## config.mk

```make
export PLATFORM = sky130hd
export DESIGN_NAME = game_sequencer
export DESIGN_NICKNAME = d
export VERILOG_FILES = /design/src/rtl/game_sequencer_pkg.sv /design/src/rtl/bcd_score_counter.sv /design/src/rtl/game_sequencer.sv
export SDC_FILE = /design/constraint.sdc
export NUM_CORES = 1
export LEC_CHECK = 0
export ABC_CLOCK_PERIOD_IN_PS = 5700
export BUFFER_PORTS_ARGS = -buffer_cell sky130_fd_sc_hd__buf_2
export CAP_MARGIN = 20
export CORE_AREA = 2 2 119 63
export DETAILED_ROUTE_END_ITERATION = 7
export DIE_AREA = 0 0 121 65
export PLACE_DENSITY = 0.66
export SETUP_SLACK_MARGIN = 0.05
export SLEW_MARGIN = 20
export SYNTH_ARGS = -nofsm -noshare
export SYNTH_HDL_FRONTEND = slang
export SYNTH_SLANG_ARGS = --single-unit
```

## constraint.sdc

```tcl
create_clock -name clk -period 5.7 [get_ports clk]
set_input_delay 1.14 -clock clk [delete_from_list [all_inputs] [get_ports clk]]
set_output_delay 1.14 -clock clk [all_outputs]
set_load 0.05 [all_outputs]
```

## src/rtl/game_sequencer_pkg.sv

```systemverilog
// Shared game-flow definitions: state codes and BCD helper.
// State codes are also consumed by the HUD/text renderer.
package game_sequencer_pkg;

  typedef enum logic [2:0] {
    S_IDLE       = 3'd0,
    S_FIELD_RST  = 3'd1,
    S_PLAY       = 3'd2,
    S_WAVE_PAUSE = 3'd3,
    S_LIFE_LOST  = 3'd4,
    S_RESPAWN    = 3'd5,
    S_OVER       = 3'd6
  } state_t;

  localparam logic [11:0] SCORE_MAX = 12'h999;

  function automatic logic [11:0] bcd_inc(input logic [11:0] v);
    logic [11:0] r;
    r = v;
    if (r[3:0] == 4'd9) begin
      r[3:0] = 4'd0;
      if (r[7:4] == 4'd9) begin
        r[7:4]  = 4'd0;
        r[11:8] = r[11:8] + 4'd1;
      end else begin
        r[7:4] = r[7:4] + 4'd1;
      end
    end else begin
      r[3:0] = r[3:0] + 4'd1;
    end
    return r;
  endfunction

endpackage

```

## src/rtl/bcd_score_counter.sv

```systemverilog
// 3-digit BCD score: increment, saturate at 999, sync clear.
module bcd_score_counter
  import game_sequencer_pkg::*;
(
  input  logic        clk,
  input  logic        reset_n,
  input  logic        clr,
  input  logic        inc,
  output logic [11:0] bcd
);

  always_ff @(posedge clk or negedge reset_n) begin
    if (!reset_n) begin
      bcd <= 12'h000;
    end else if (clr) begin
      bcd <= 12'h000;
    end else if (inc && bcd != SCORE_MAX) begin
      bcd <= bcd_inc(bcd);
    end
  end

endmodule

```

## src/rtl/game_sequencer.sv

```systemverilog
// Game flow controller: attract/play/pause/over sequencing,
// control gating and HUD counters for the playfield.
module game_sequencer
  import game_sequencer_pkg::*;
#(
  parameter int START_LIVES  = 3,
  parameter int WAVE_SIZE    = 8,
  parameter int PAUSE_FRAMES = 60,
  parameter int OVER_FRAMES  = 120,
  parameter int BLINK_SHIFT  = 5
) (
  input  logic        clk,
  input  logic        reset_n,
  input  logic        frame_tick,
  input  logic        btn_left,
  input  logic        btn_right,
  input  logic        btn_shoot,
  input  logic        alien_hit,
  input  logic        aliens_down,
  output logic        field_reset,
  output logic        play_left,
  output logic        play_right,
  output logic        play_shoot,
  output logic [11:0] score_bcd,
  output logic [1:0]  lives,
  output logic [3:0]  wave,
  output logic [2:0]  state_o,
  output logic        banner_on
);

  localparam logic [1:0] LIVES0   = 2'(START_LIVES);
  localparam logic [8:0] WS       = 9'(WAVE_SIZE);
  localparam logic [7:0] PAUSE_M1 = 8'(PAUSE_FRAMES - 1);
  localparam logic [7:0] OVER_MIN = 8'(OVER_FRAMES);

  state_t st, ns;
  logic shoot_q, rise, reload, hit_en;
  logic [7:0] frm_cnt, hit_cnt;
  logic [8:0] hit_nxt;
  logic [BLINK_SHIFT:0] fcnt, fcnt_nx;

  assign rise    = btn_shoot & ~shoot_q;
  assign hit_en  = (st == S_PLAY) & alien_hit;
  assign hit_nxt = {1'b0, hit_cnt} + {8'd0, alien_hit};
  assign fcnt_nx = fcnt + {{BLINK_SHIFT{1'b0}}, frame_tick};

  always_comb begin
    ns     = st;
    reload = 1'b0;
    unique case (st)
      S_IDLE: begin
        if (rise) begin
          ns     = S_FIELD_RST;
          reload = 1'b1;
        end
      end
      S_FIELD_RST: if (frame_tick) ns = S_PLAY;
      S_PLAY: begin
        if (aliens_down)
          ns = S_LIFE_LOST;
        else if (hit_nxt >= WS)
          ns = S_WAVE_PAUSE;
      end
      S_WAVE_PAUSE, S_RESPAWN: begin
        if (frame_tick && frm_cnt == PAUSE_M1)
          ns = S_FIELD_RST;
      end
      S_LIFE_LOST: ns = (lives == 2'd1) ? S_OVER : S_RESPAWN;
      S_OVER: begin
        if (rise && frm_cnt >= OVER_MIN) begin
          ns     = S_FIELD_RST;
          reload = 1'b1;
        end
      end
      default: ns = S_IDLE;
    endcase
  end

  always_ff @(posedge clk or negedge reset_n) begin
    if (!reset_n) begin
      st          <= S_IDLE;
      state_o     <= 3'd0;
      shoot_q     <= 1'b0;
      fcnt        <= '0;
      frm_cnt     <= 8'd0;
      hit_cnt     <= 8'd0;
      lives       <= 2'd0;
      wave        <= 4'd0;
      field_reset <= 1'b1;
      play_left   <= 1'b0;
      play_right  <= 1'b0;
      play_shoot  <= 1'b0;
      banner_on   <= 1'b1;
    end else begin
      st      <= ns;
      state_o <= ns;
      shoot_q <= btn_shoot;
      fcnt    <= fcnt_nx;
      if (ns != st)
        frm_cnt <= 8'd0;
      else if (frame_tick && frm_cnt != 8'hff)
        frm_cnt <= frm_cnt + 8'd1;
      if (reload) begin
        lives   <= LIVES0;
        wave    <= 4'd0;
        hit_cnt <= 8'd0;
      end else if (st == S_PLAY) begin
        // a kill that lands with aliens_down stays banked for the next round
        if (aliens_down)
          hit_cnt <= (hit_nxt >= WS) ? WS[7:0] : hit_nxt[7:0];
        else if (hit_nxt >= WS) begin
          hit_cnt <= 8'd0;
          wave    <= wave + 4'd1;
        end else
          hit_cnt <= hit_nxt[7:0];
      end else if (st == S_LIFE_LOST) begin
        lives <= lives - 2'd1;
      end
      field_reset <= (ns == S_IDLE) | (ns == S_FIELD_RST) | (ns == S_OVER);
      play_left   <= (ns == S_PLAY) & btn_left;
      play_right  <= (ns == S_PLAY) & btn_right;
      play_shoot  <= (ns == S_PLAY) & btn_shoot;
      banner_on   <= ((ns == S_IDLE) | (ns == S_OVER)) & ~fcnt_nx[BLINK_SHIFT];
    end
  end

  bcd_score_counter u_score (
    .clk     (clk),
    .reset_n (reset_n),
    .clr     (reload),
    .inc     (hit_en),
    .bcd     (score_bcd)
  );

endmodule
```

==> results of run 1 <==
[critical path: stages]
cell and delay, ns:
buf_2 0.11, ha_1 0.23, ha_1 0.23, o21a_1 0.22, o41a_4 0.41, o41a_4 0.56
and3b_1 0.22
[cell families after synthesis]
logic type      count (synthesis)  share of synthesized area [%]
buf+inv                        22                           3.91
simple gates                  102                           21.7
mux                             4                           1.57
fa+ha+maj                      14                           6.68
xor+xnor                       12                           4.01
flops                          49                           46.9
compound gates                 52                           15.3
[per-layer routing]
layer	GRT usage [%]	vias to the layer above	wire (um)
li1	-	992	-
met1	25.4	962	3180
met2	18.3	51	2000
met3	5.02	8	348
met4	4.80	0	53
met5	0	-	0
[registers in the layout, indices dropped and copies added, names as in the netlist]
signal	flops
banner_on	1
fcnt	6
field_reset	1
frm_cnt	8
hit_cnt	8
lives	2
play_left	1
play_right	1
play_shoot	1
shoot_q	1
st	3
u_score.bcd	12
wave	4
[per-stage QoR]
step                cell area, sq um  power (mW)  utilization (%)  hold WS [ns]
global placement                2860       0.934             41.0         0.453
global route                    3030        1.37             43.5         0.508
floorplan                       2620       0.832                -         0.443
finish                          3030        1.28             43.5         0.470
detailed placement              2860       0.941             41.0         0.461
CTS                             3030        1.29             43.5         0.475
[worst paths after layout]
check	start	endpoint	slack, ns	depth (start not counted)
max in group asynchronous	reset_n	u_score.bcd[5]$_DFFE_PN0P_	4.32	2
worst max register to register	hit_cnt[0]$_DFFE_PN0P_	frm_cnt[2]$_DFFE_PN0P_	3.40	6
worst max-delay path	alien_hit	frm_cnt[2]$_DFFE_PN0P_	2.81	7
worst min register to register	fcnt[0]$_DFF_PN0_	fcnt[0]$_DFF_PN0_	0.47	1
min in group asynchronous	reset_n	fcnt[5]$_DFF_PN0_	0.94	2
worst min-delay path	fcnt[0]$_DFF_PN0_	fcnt[0]$_DFF_PN0_	0.47	1
[final cells by class]
type | count | area (sq um)
clock buffer | 7 | 143
clock inverter | 1 | 30.0
fill | 663 | 3930
inverter | 12 | 45.0
multi-input combinational | 184 | 1290
sequential | 49 | 1230
tap | 96 | 120
timing repair buffer | 34 | 173
[cells in the final DEF (no fill, tap or decap), types with 5 or more instances in the layout]
master,synthesis,layout
ha_1,14,14
o21ai_0,10,10
nand4_1,6,6
buf_2,4,33
xnor2_1,8,8
clkbuf_16,0,5
nor2_1,15,15
inv_1,12,12
nor2b_1,5,5
o31ai_1,6,6
dfrtp_1,47,47
a21oi_1,8,8
and3_1,8,8
nand3_1,10,10
nand2_1,27,27
[report_power, final]
group / switching [mW] / internal [mW] / leakage [nW]
Combinational: 0.286 / 0.149 / 0.765
Clock: 0.128 / 0.219 / 0.0841
Sequential: 0.0792 / 0.420 / 0.645
==> flow_metrics.py, run 1 <==
metrics = {
    "run_status": {
        "status": "finished clean",
    },
    "routing": {
        "vias": 2013,
        "drtPass1Iterations": 4,
        "first_iter_violations": 207,
        "drt_wl_total_um": 5580,
        "ant_nets": 0,
        "vias_per_cell": 5.26,
        "wire_per_inst_um": 14.6,
        "drc": 0,
    },
    "sta": {
        "fin_skew_ns": 0.00422,
        "worstMarginPinSlew_ns": 0.691,
        "setup_slack_ns": 2.81,
        "slew-limit-headroom_pct": 53.9,
        "rsz0062_at_grt": "false",
        "period_minus_slack_ns": 2.89,
        "fmax_mhz": 346,
        "min_period_over_period_pct": 50.7,
        "drv_slew": 0,
        "tns_ns": 0,
        "hold_viol_final": 0,
        "setup_violations": 0,
    },
    "pwr": {
        "ir_worst_vdd_mv": 0.187,
        "p_leak_nw": 1.49,
        "power.density_mw_per_mm2": 423,
    },
    "clock_tree": {
        "cts_buffers": 5,
        "clock_path_buffers": 2,
        "clk_pin_slew_worst_paths_ns": 0.06,
        "cts_setup_buffers": 0,
        "cts_resized": 0,
        "postCtsHoldBufs": 0,
        "cts_tree": "done",
        "cts_max_level": 2,
        "clockRootBuffer": "clkbuf_16",
        "clkLatencyLatePin_ns": 0.29,
        "clock_sinks": 49,
    },
    "synthesis": {
        "synth_most_common_cell": "dfrtp_1",
        "syn_area_sq_mm": 0.00262,
        "synthTopCellsByCount": "dfrtp_1, nand2_1, nor2_1",
        "ys_ff_latch": 49,
        "ys_warn_count": 0,
        "synth.area.top_cells": "dfrtp_1, ha_1, nand2_1, xnor2_1, nor2_1",
        "post-synth-top-area-cell": "dfrtp_1",
        "async_flop_share_pct": 100,
        "ys_types": 53,
        "synth_top_area_share_pct": 44.8,
        "synth-edff-count": 0,
        "syn_nets": 277,
        "synth_cells": 255,
        "avgSynthCellArea_sq_um": 10.3,
        "seq_area_frac_synth_pct": 46.9,
        "synth_flop_cell": "dfrtp_1",
    },
    "layout": {
        "drive_above_1_share_pct": 18.8,
        "diodes": 0,
        "nets": 308,
        "final_cell_count_no_fill": 383,
        "syn2layout_area_growth_pct": 15.6,
    },
    "floorplanning": {
        "fp.dieW_um": 121,
        "core_sq_mm": 0.00696,
        "fp.dieH_um": 65,
        "boundaryPins": 34,
        "dieArea_sq_mm": 0.00787,
        "start_util_pct": 37.7,
        "rows": 22,
    },
    "job": {
        "max-cap-violations": 0,
    },
    "worst_setup_path": {
        "arrival_ns": 3.12,
        "worst-path-max-fanout": 8,
        "startpoint_type": "input pin",
        "cp.required_ns": 5.93,
        "cp-end-kind": "flip-flop",
        "critical_path_class": "input pin to flip-flop",
    },
    "global_route": {
        "grt_max_degree": 50,
        "grt_pass1_wl_um": 9350,
        "antenna_found_initial": 0,
        "grt_pass1_vias": 1786,
        "grt_util_all_layers_pct": 15.6,
        "grt-ovfl-total": 0,
    },
    "placed_design": {
        "dp_slack_ns": 2.51,
        "dp.cells": 375,
        "place.gp.congestion": 0.886,
        "dp_hpwl_um": 4000,
        "numPortBuffers": 33,
    },
    "min_path": {
        "hold_path.class": "flip-flop to flip-flop",
    },
}
Note: power is estimated with default switching activity, not from simulation.
==> run 2: changes to the inputs <==
--- a/config.mk
+++ b/config.mk
@@ -5,12 +5,13 @@
 export SDC_FILE = /design/constraint.sdc
 export NUM_CORES = 1
 export LEC_CHECK = 0
-export ABC_CLOCK_PERIOD_IN_PS = 5700
+export ABC_AREA = 1
+export ABC_CLOCK_PERIOD_IN_PS = 2920
 export BUFFER_PORTS_ARGS = -buffer_cell sky130_fd_sc_hd__buf_2
 export CAP_MARGIN = 20
-export CORE_AREA = 2 2 119 63
+export CORE_AREA = 2 2 123 65
 export DETAILED_ROUTE_END_ITERATION = 7
-export DIE_AREA = 0 0 121 65
+export DIE_AREA = 0 0 125 67
 export PLACE_DENSITY = 0.66
 export SETUP_SLACK_MARGIN = 0.05
 export SLEW_MARGIN = 20
==> constraint.sdc (replaced) <==
create_clock -name clk -period 2.92 [get_ports clk]
set_input_delay 0.584 -clock clk [delete_from_list [all_inputs] [get_ports clk]]
set_output_delay 0.584 -clock clk [all_outputs]
set_load 0.05 [all_outputs]
==> flow_metrics.py, run 2 <==
metrics = {
    "run_status": {
        "status": "finished clean",
    },
    "min_path": {
        "hold_path.class": "input pin to async pin",
    },
    "synthesis": {
        "ys_warn_count": 0,
        "synth_most_common_cell": "nand2_1",
        "ys_ff_latch": 49,
        "avgSynthCellArea_sq_um": 8.77,
        "synth.area.top_cells": "dfrtp_1, nand2_1, ha_1, nand3_1, inv_1",
        "post-synth-top-area-cell": "dfrtp_1",
        "async_flop_share_pct": 100,
        "ys_types": 36,
        "synth_top_area_share_pct": 41.9,
        "synth_flop_cell": "dfrtp_1",
        "syn_area_sq_mm": 0.00281,
        "seq_area_frac_synth_pct": 43.8,
        "synth-edff-count": 0,
        "synthTopCellsByCount": "nand2_1, dfrtp_1, inv_1",
        "synth_cells": 320,
        "syn_nets": 342,
    },
    "routing": {
        "vias_per_cell": 4.64,
        "first_iter_violations": 97,
        "drtPass1Iterations": 4,
        "drc": 0,
        "vias": 2115,
        "drt_wl_total_um": 5120,
        "wire_per_inst_um": 11.2,
        "ant_nets": 0,
    },
    "placed_design": {
        "dp_hpwl_um": 3900,
        "dp.cells": 448,
        "place.gp.congestion": 0.776,
        "dp_slack_ns": 0.653,
        "numPortBuffers": 33,
    },
    "clock_tree": {
        "cts_tree": "done",
        "cts_resized": 0,
        "clockRootBuffer": "clkbuf_16",
        "cts_setup_buffers": 0,
        "clkLatencyLatePin_ns": 0.29,
        "clock_path_buffers": 2,
        "cts_max_level": 2,
        "clock_sinks": 49,
        "postCtsHoldBufs": 0,
        "cts_buffers": 5,
        "clk_pin_slew_worst_paths_ns": 0.07,
    },
    "sta": {
        "period_minus_slack_ns": 1.96,
        "fmax_mhz": 510,
        "fin_skew_ns": 0.00826,
        "setup_slack_ns": 0.961,
        "min_period_over_period_pct": 67.1,
        "slew-limit-headroom_pct": 68.8,
        "worstMarginPinSlew_ns": 0.465,
        "hold_viol_final": 0,
        "setup_violations": 0,
        "rsz0062_at_grt": "false",
        "fin_hold_ws_ns": 0.200,
        "tns_ns": 0,
        "drv_slew": 0,
    },
    "layout": {
        "diodes": 0,
        "largest_reg_flops": 12,
        "layout.cells.most_common_list": "nand2_1, dfrtp_1, inv_1",
        "final_cell_count_no_fill": 456,
        "top_register": "u_score.bcd",
        "final_common_cell": "nand2_1",
        "drive_above_1_share_pct": 26.4,
        "biggestRegsByFlops": "u_score.bcd (12), frm_cnt (8), hit_cnt (8)",
        "nets": 381,
        "final_core_util_pct": 44.6,
        "syn2layout_area_growth_pct": 14.5,
    },
    "worst_setup_path": {
        "worst-path-max-fanout": 9,
        "critical-path-slowest-cell": "ha_1",
        "cp.required_ns": 3.15,
        "startpoint_type": "input pin",
        "path_buf_inv": 1,
        "arrival_ns": 2.19,
        "critical_path_class": "input pin to flip-flop",
        "cp_top_family": "simple AND/OR/NAND/NOR gates",
        "cp-end-kind": "flip-flop",
        "worstPathCellList": "buf_2, ha_1, ha_1, nand3_2, nand2_1, nand2_1, o21ai_1, nor2_2, nand2_2, nand2_4, nand3_4, nand2_4, nand2_4, nor2_2",
        "slowest_delay_ns": 0.24,
        "cp_common_cell": "nand2_4",
    },
    "pwr": {
        "power.density_mw_per_mm2": 923,
        "p_leak_nw": 1.64,
        "ir_worst_vdd_mv": 0.398,
    },
    "floorplanning": {
        "fp.dieH_um": 67,
        "fp.dieW_um": 125,
        "boundaryPins": 34,
        "dieArea_sq_mm": 0.00838,
        "core_sq_mm": 0.00721,
        "rows": 22,
        "start_util_pct": 38.9,
    },
    "global_route": {
        "grt_util_all_layers_pct": 13.7,
        "grt-ovfl-total": 0,
        "grt_pass1_vias": 2031,
        "antenna_found_initial": 0,
        "grt_max_degree": 22,
        "grt_pass1_wl_um": 9180,
    },
    "job": {
        "max-cap-violations": 0,
    },
}
run 2: layer usage:
| metal | vias to the layer above | global-route usage (%) | routed length [um] |
|---|---|---|---|
| met5 | - | 0 | 0 |
| met4 | 0 | 3.75 | 40 |
| met3 | 2 | 4.18 | 251 |
| met2 | 26 | 24.0 | 2330 |
| met1 | 986 | 16.7 | 2490 |
| li1 | 1101 | - | - |
run 2: worst paths after layout:
path / slack, ns / endpoint / cells past startpoint / start
setup / recovery: 0.96 / frm_cnt[1]$_DFFE_PN0P_ / 14 / alien_hit
max in group asynchronous: 2.10 / u_score.bcd[10]$_DFFE_PN0P_ / 2 / reset_n
hold / removal: 0.20 / fcnt[0]$_DFF_PN0_ / 1 / reset_n
min in group clk: 0.43 / shoot_q$_DFF_PN0_ / 1 / btn_shoot
setup reg to reg: 0.97 / u_score.bcd[8]$_DFFE_PN0P_ / 12 / frm_cnt[4]$_DFFE_PN0P_
hold reg to reg: 0.47 / fcnt[0]$_DFF_PN0_ / 1 / fcnt[0]$_DFF_PN0_
run 2: through the flow:
| step | instance area, sq um | power (mW) |
|---|---|---|
| after global placement | 3080 | 2.43 |
| after global routing | 3220 | 3.20 |
| after floorplan | 2810 | 2.16 |
| after CTS | 3220 | 3.01 |
| final | 3220 | 2.97 |
| after detailed placement | 3080 | 2.44 |
run 2: report_power, final:
group          internal (mW)  switching [mW]
clock                  0.317           0.241
sequential             0.864           0.157
combinational          0.396           0.993
total                   1.58            1.39
run 2: cell type report:
type	count	area [sq um]
inverter	48	180
multi-input combinational	220	1370
sequential	49	1230
timing repair buffer	35	180
clock buffer	7	133
clock inverter	1	5.00
tap	96	120
fill	737	4000
run 2: worst register-to-register path: stages, from the launching register on:
cell     delay (ns)
dfrtp_1        0.41
nand2_2        0.10
nor2_1         0.06
o21ai_1        0.20
inv_2          0.05
nand2_2        0.09
nand2_4        0.08
inv_2          0.34
nand2_2        0.15
nand2_4        0.13
nor2_8         0.05
nand2_1        0.08
mux2i_1        0.07
run 2: kinds of logic (layout without fill, tap and decap cells):
kind of cell             Yosys count  count (layout)  share of synthesized area [%]
AND/OR/NAND/NOR                  159             159                           30.4
buffers and inverters             51              91                           7.49
flip-flops                        49              49                           43.8
AO/OA/AOI/OAI                     29              29                           6.42
XOR/XNOR                          16              16                           4.99
adder cells (fa/ha/maj)           14              14                           6.24
multiplexers                       2               2                          0.713
==> run 3: changes to the inputs <==
--- a/config.mk
+++ b/config.mk
@@ -5,14 +5,14 @@
 export SDC_FILE = /design/constraint.sdc
 export NUM_CORES = 1
 export LEC_CHECK = 0
-export ABC_AREA = 1
-export ABC_CLOCK_PERIOD_IN_PS = 2920
+export ABC_AREA = 0
+export ABC_CLOCK_PERIOD_IN_PS = 1800
 export BUFFER_PORTS_ARGS = -buffer_cell sky130_fd_sc_hd__buf_2
 export CAP_MARGIN = 20
-export CORE_AREA = 2 2 123 65
+export CORE_AREA = 2 2 119 63
 export DETAILED_ROUTE_END_ITERATION = 7
-export DIE_AREA = 0 0 125 67
-export PLACE_DENSITY = 0.66
+export DIE_AREA = 0 0 121 65
+export PLACE_DENSITY = 0.68
 export SETUP_SLACK_MARGIN = 0.05
 export SLEW_MARGIN = 20
 export SYNTH_ARGS = -nofsm -noshare
==> constraint.sdc (replaced) <==
create_clock -name clk -period 1.8 [get_ports clk]
set_input_delay 0.36 -clock clk [delete_from_list [all_inputs] [get_ports clk]]
set_output_delay 0.36 -clock clk [all_outputs]
set_load 0.05 [all_outputs]
==> flow_metrics.py, run 3 (synthesis results as in run 1) <==
metrics = {
    "global_route": {
        "antenna_found_initial": 0,
        "grt_max_degree": 50,
        "grt_pass1_vias": 2065,
        "grt-ovfl-total": 0,
        "grt_util_all_layers_pct": 17.4,
        "grt_pass1_wl_um": 10400,
    },
    "pwr": {
        "clockPowerShare_pct": 20.5,
        "ir_worst_vdd_mv": 0.380,
        "p_seq_share_pct": 33.5,
        "switching_power_mw": 1.80,
        "p_leak_nw": 1.85,
        "power_mw": 4.58,
        "power.density_mw_per_mm2": 1230,
        "switching_share_pct": 39.4,
        "intPower_mw": 2.77,
        "combPwrFrac_pct": 46.1,
    },
    "routing": {
        "drtPass1Iterations": 4,
        "wire_per_inst_um": 15.2,
        "drt-met1-wl_um": 3430,
        "first_iter_violations": 157,
        "dr.max_layer_used": "met4",
        "drt_wl_total_um": 6740,
        "ant_nets": 0,
        "wl_met3_um": 427,
        "vias_per_cell": 5.17,
        "vias": 2297,
        "dr_wl_met2_um": 2800,
        "drc": 0,
    },
    "layout": {
        "top_register": "u_score.bcd",
        "fill_cells": 592,
        "final_cell_count_no_fill": 444,
        "drive_above_1_share_pct": 45.7,
        "final_area_sq_mm": 0.00373,
        "diodes": 0,
        "final_common_cell": "buf_4",
        "biggestRegsByFlops": "u_score.bcd (12), frm_cnt (8), hit_cnt (8)",
        "multi_input_area_sq_mm": 0.00151,
        "register_area_sq_mm": 0.00124,
        "nets": 369,
        "syn2layout_area_growth_pct": 42.3,
        "layout.cells.most_common_list": "buf_4, dfrtp_1, buf_2",
        "largest_reg_flops": 12,
    },
    "worst_setup_path": {
        "arrival_ns": 2.26,
        "startpoint_type": "flip-flop",
        "worstPathCellList": "ha_4, a31o_4, o21a_1, o41a_4, o41a_4, and3b_1",
        "worst-path-max-fanout": 8,
        "slowest_delay_ns": 0.41,
        "cp.required_ns": 2.03,
        "cp-end-kind": "flip-flop",
        "critical_path_class": "flip-flop to flip-flop",
        "cp_common_cell": "o41a_4",
        "critical-path-slowest-cell": "dfrtp_1",
    },
    "clock_tree": {
        "cts_tree": "done",
        "clock_sinks": 49,
        "cts_max_level": 2,
        "clock_path_buffers": 2,
        "clk_pin_slew_worst_paths_ns": 0.07,
        "cts_buffers": 5,
        "clockRootBuffer": "clkbuf_16",
        "clkLatencyLatePin_ns": 0.30,
    },
    "sta": {
        "setup_violations": 18,
        "worstMarginPinSlew_ns": 0.372,
        "min_period_over_period_pct": 112,
        "period_minus_slack_ns": 2.02,
        "fmax_mhz": 494,
        "hold_viol_final": 0,
        "slew-limit-headroom_pct": 75.0,
        "setup_slack_ns": -0.225,
        "fin_hold_ws_ns": 0.0394,
        "drv_slew": 0,
        "rsz0062_at_grt": "true",
        "fin_skew_ns": 0.00747,
    },
    "placed_design": {
        "place.gp.congestion": 0.881,
        "dp_hpwl_um": 4660,
        "numPortBuffers": 33,
        "dp_slack_ns": -0.362,
        "dp.cells": 426,
        "placed_cell_area_sq_mm": 0.00329,
    },
    "job": {
        "max-cap-violations": 0,
    },
    "floorplanning": {
        "start_util_pct": 37.7,
        "boundaryPins": 34,
        "fp.dieW_um": 121,
        "dieArea_sq_mm": 0.00787,
        "rows": 22,
        "core_sq_mm": 0.00696,
        "fp.dieH_um": 65,
    },
    "run_status": {
        "failed_checks": "negative setup slack",
        "status": "complete, but fails checks",
    },
    "min_path": {
        "hold_path.class": "input pin to async pin",
    },
}
-- run 3: what timing repair did --
| item | CTS | global route |
|---|---|---|
| pin swaps | 19 | 12 |
| buffers inserted | 6 | 4 |
| endpoints found under the hold margin | 0 | 0 |
| hold buffers | 0 | 0 |
| endpoints found under the setup margin | 22 | 33 |
| gates resized for setup | 20 | 27 |
-- run 3: critical path: cells and delay by family (launching register included) --
kind | cells | cell delay [ns]
flops | 1 | 0.41
simple gates | 1 | 0.22
fa+ha+maj | 1 | 0.19
compound gates | 4 | 1.14
-- run 3: routing by layer --
layer / vias to the layer above / track usage (%)
li1: 1112 / -
met2: 75 / 23.0
met1: 1103 / 27.0
met5: - / 0
met4: 0 / 5.38
met3: 7 / 4.58
-- run 3: cell type report --
cell class,count,area share (%)
Multi-Input combinational cell,184,40.5
Clock inverter,3,0.469
Sequential cell,49,33.2
Timing Repair Buffer,95,18.0
Clock buffer,5,3.35
Inverter,12,1.21
Tap cell,96,3.22
-- run 3: path summary, 6_finish.rpt --
check	from	endpoint	slack (ns)	depth (start not counted)
hold / removal	reset_n	fcnt[0]$_DFF_PN0_	0.04	2
min in group clk	btn_shoot	shoot_q$_DFF_PN0_	0.21	1
max in group asynchronous	reset_n	banner_on$_DFF_PN1_	1.49	2
hold reg to reg	fcnt[0]$_DFF_PN0_	fcnt[0]$_DFF_PN0_	0.47	1
setup reg to reg	hit_cnt[0]$_DFFE_PN0P_	frm_cnt[2]$_DFFE_PN0P_	-0.22	6
setup / recovery	hit_cnt[0]$_DFFE_PN0P_	frm_cnt[2]$_DFFE_PN0P_	-0.22	6
-- run 3: metrics by stage --
| step | util, % | setup TNS (ns) |
|---|---|---|
| 5_1_grt | 53.6 | -3.12 |
| 3_5_place_dp | 47.2 | -4.84 |
| 4_1_cts | 51.1 | -1.81 |
| 2_1_floorplan | - | -2.84 |
| 3_3_place_gp | 47.2 | -4.10 |
| 6_report | 53.6 | -2.02 |
-- run 3: power groups by stage --
stage               Combinational [mW]  Clock (mW)  Sequential (mW)
floorplan                        0.816           0             1.89
global placement                  1.83           0             1.51
detailed placement                1.87           0             1.52
CTS                               1.97       0.951             1.51
global route                      2.27       0.994             1.57
finish                            2.11       0.937             1.53
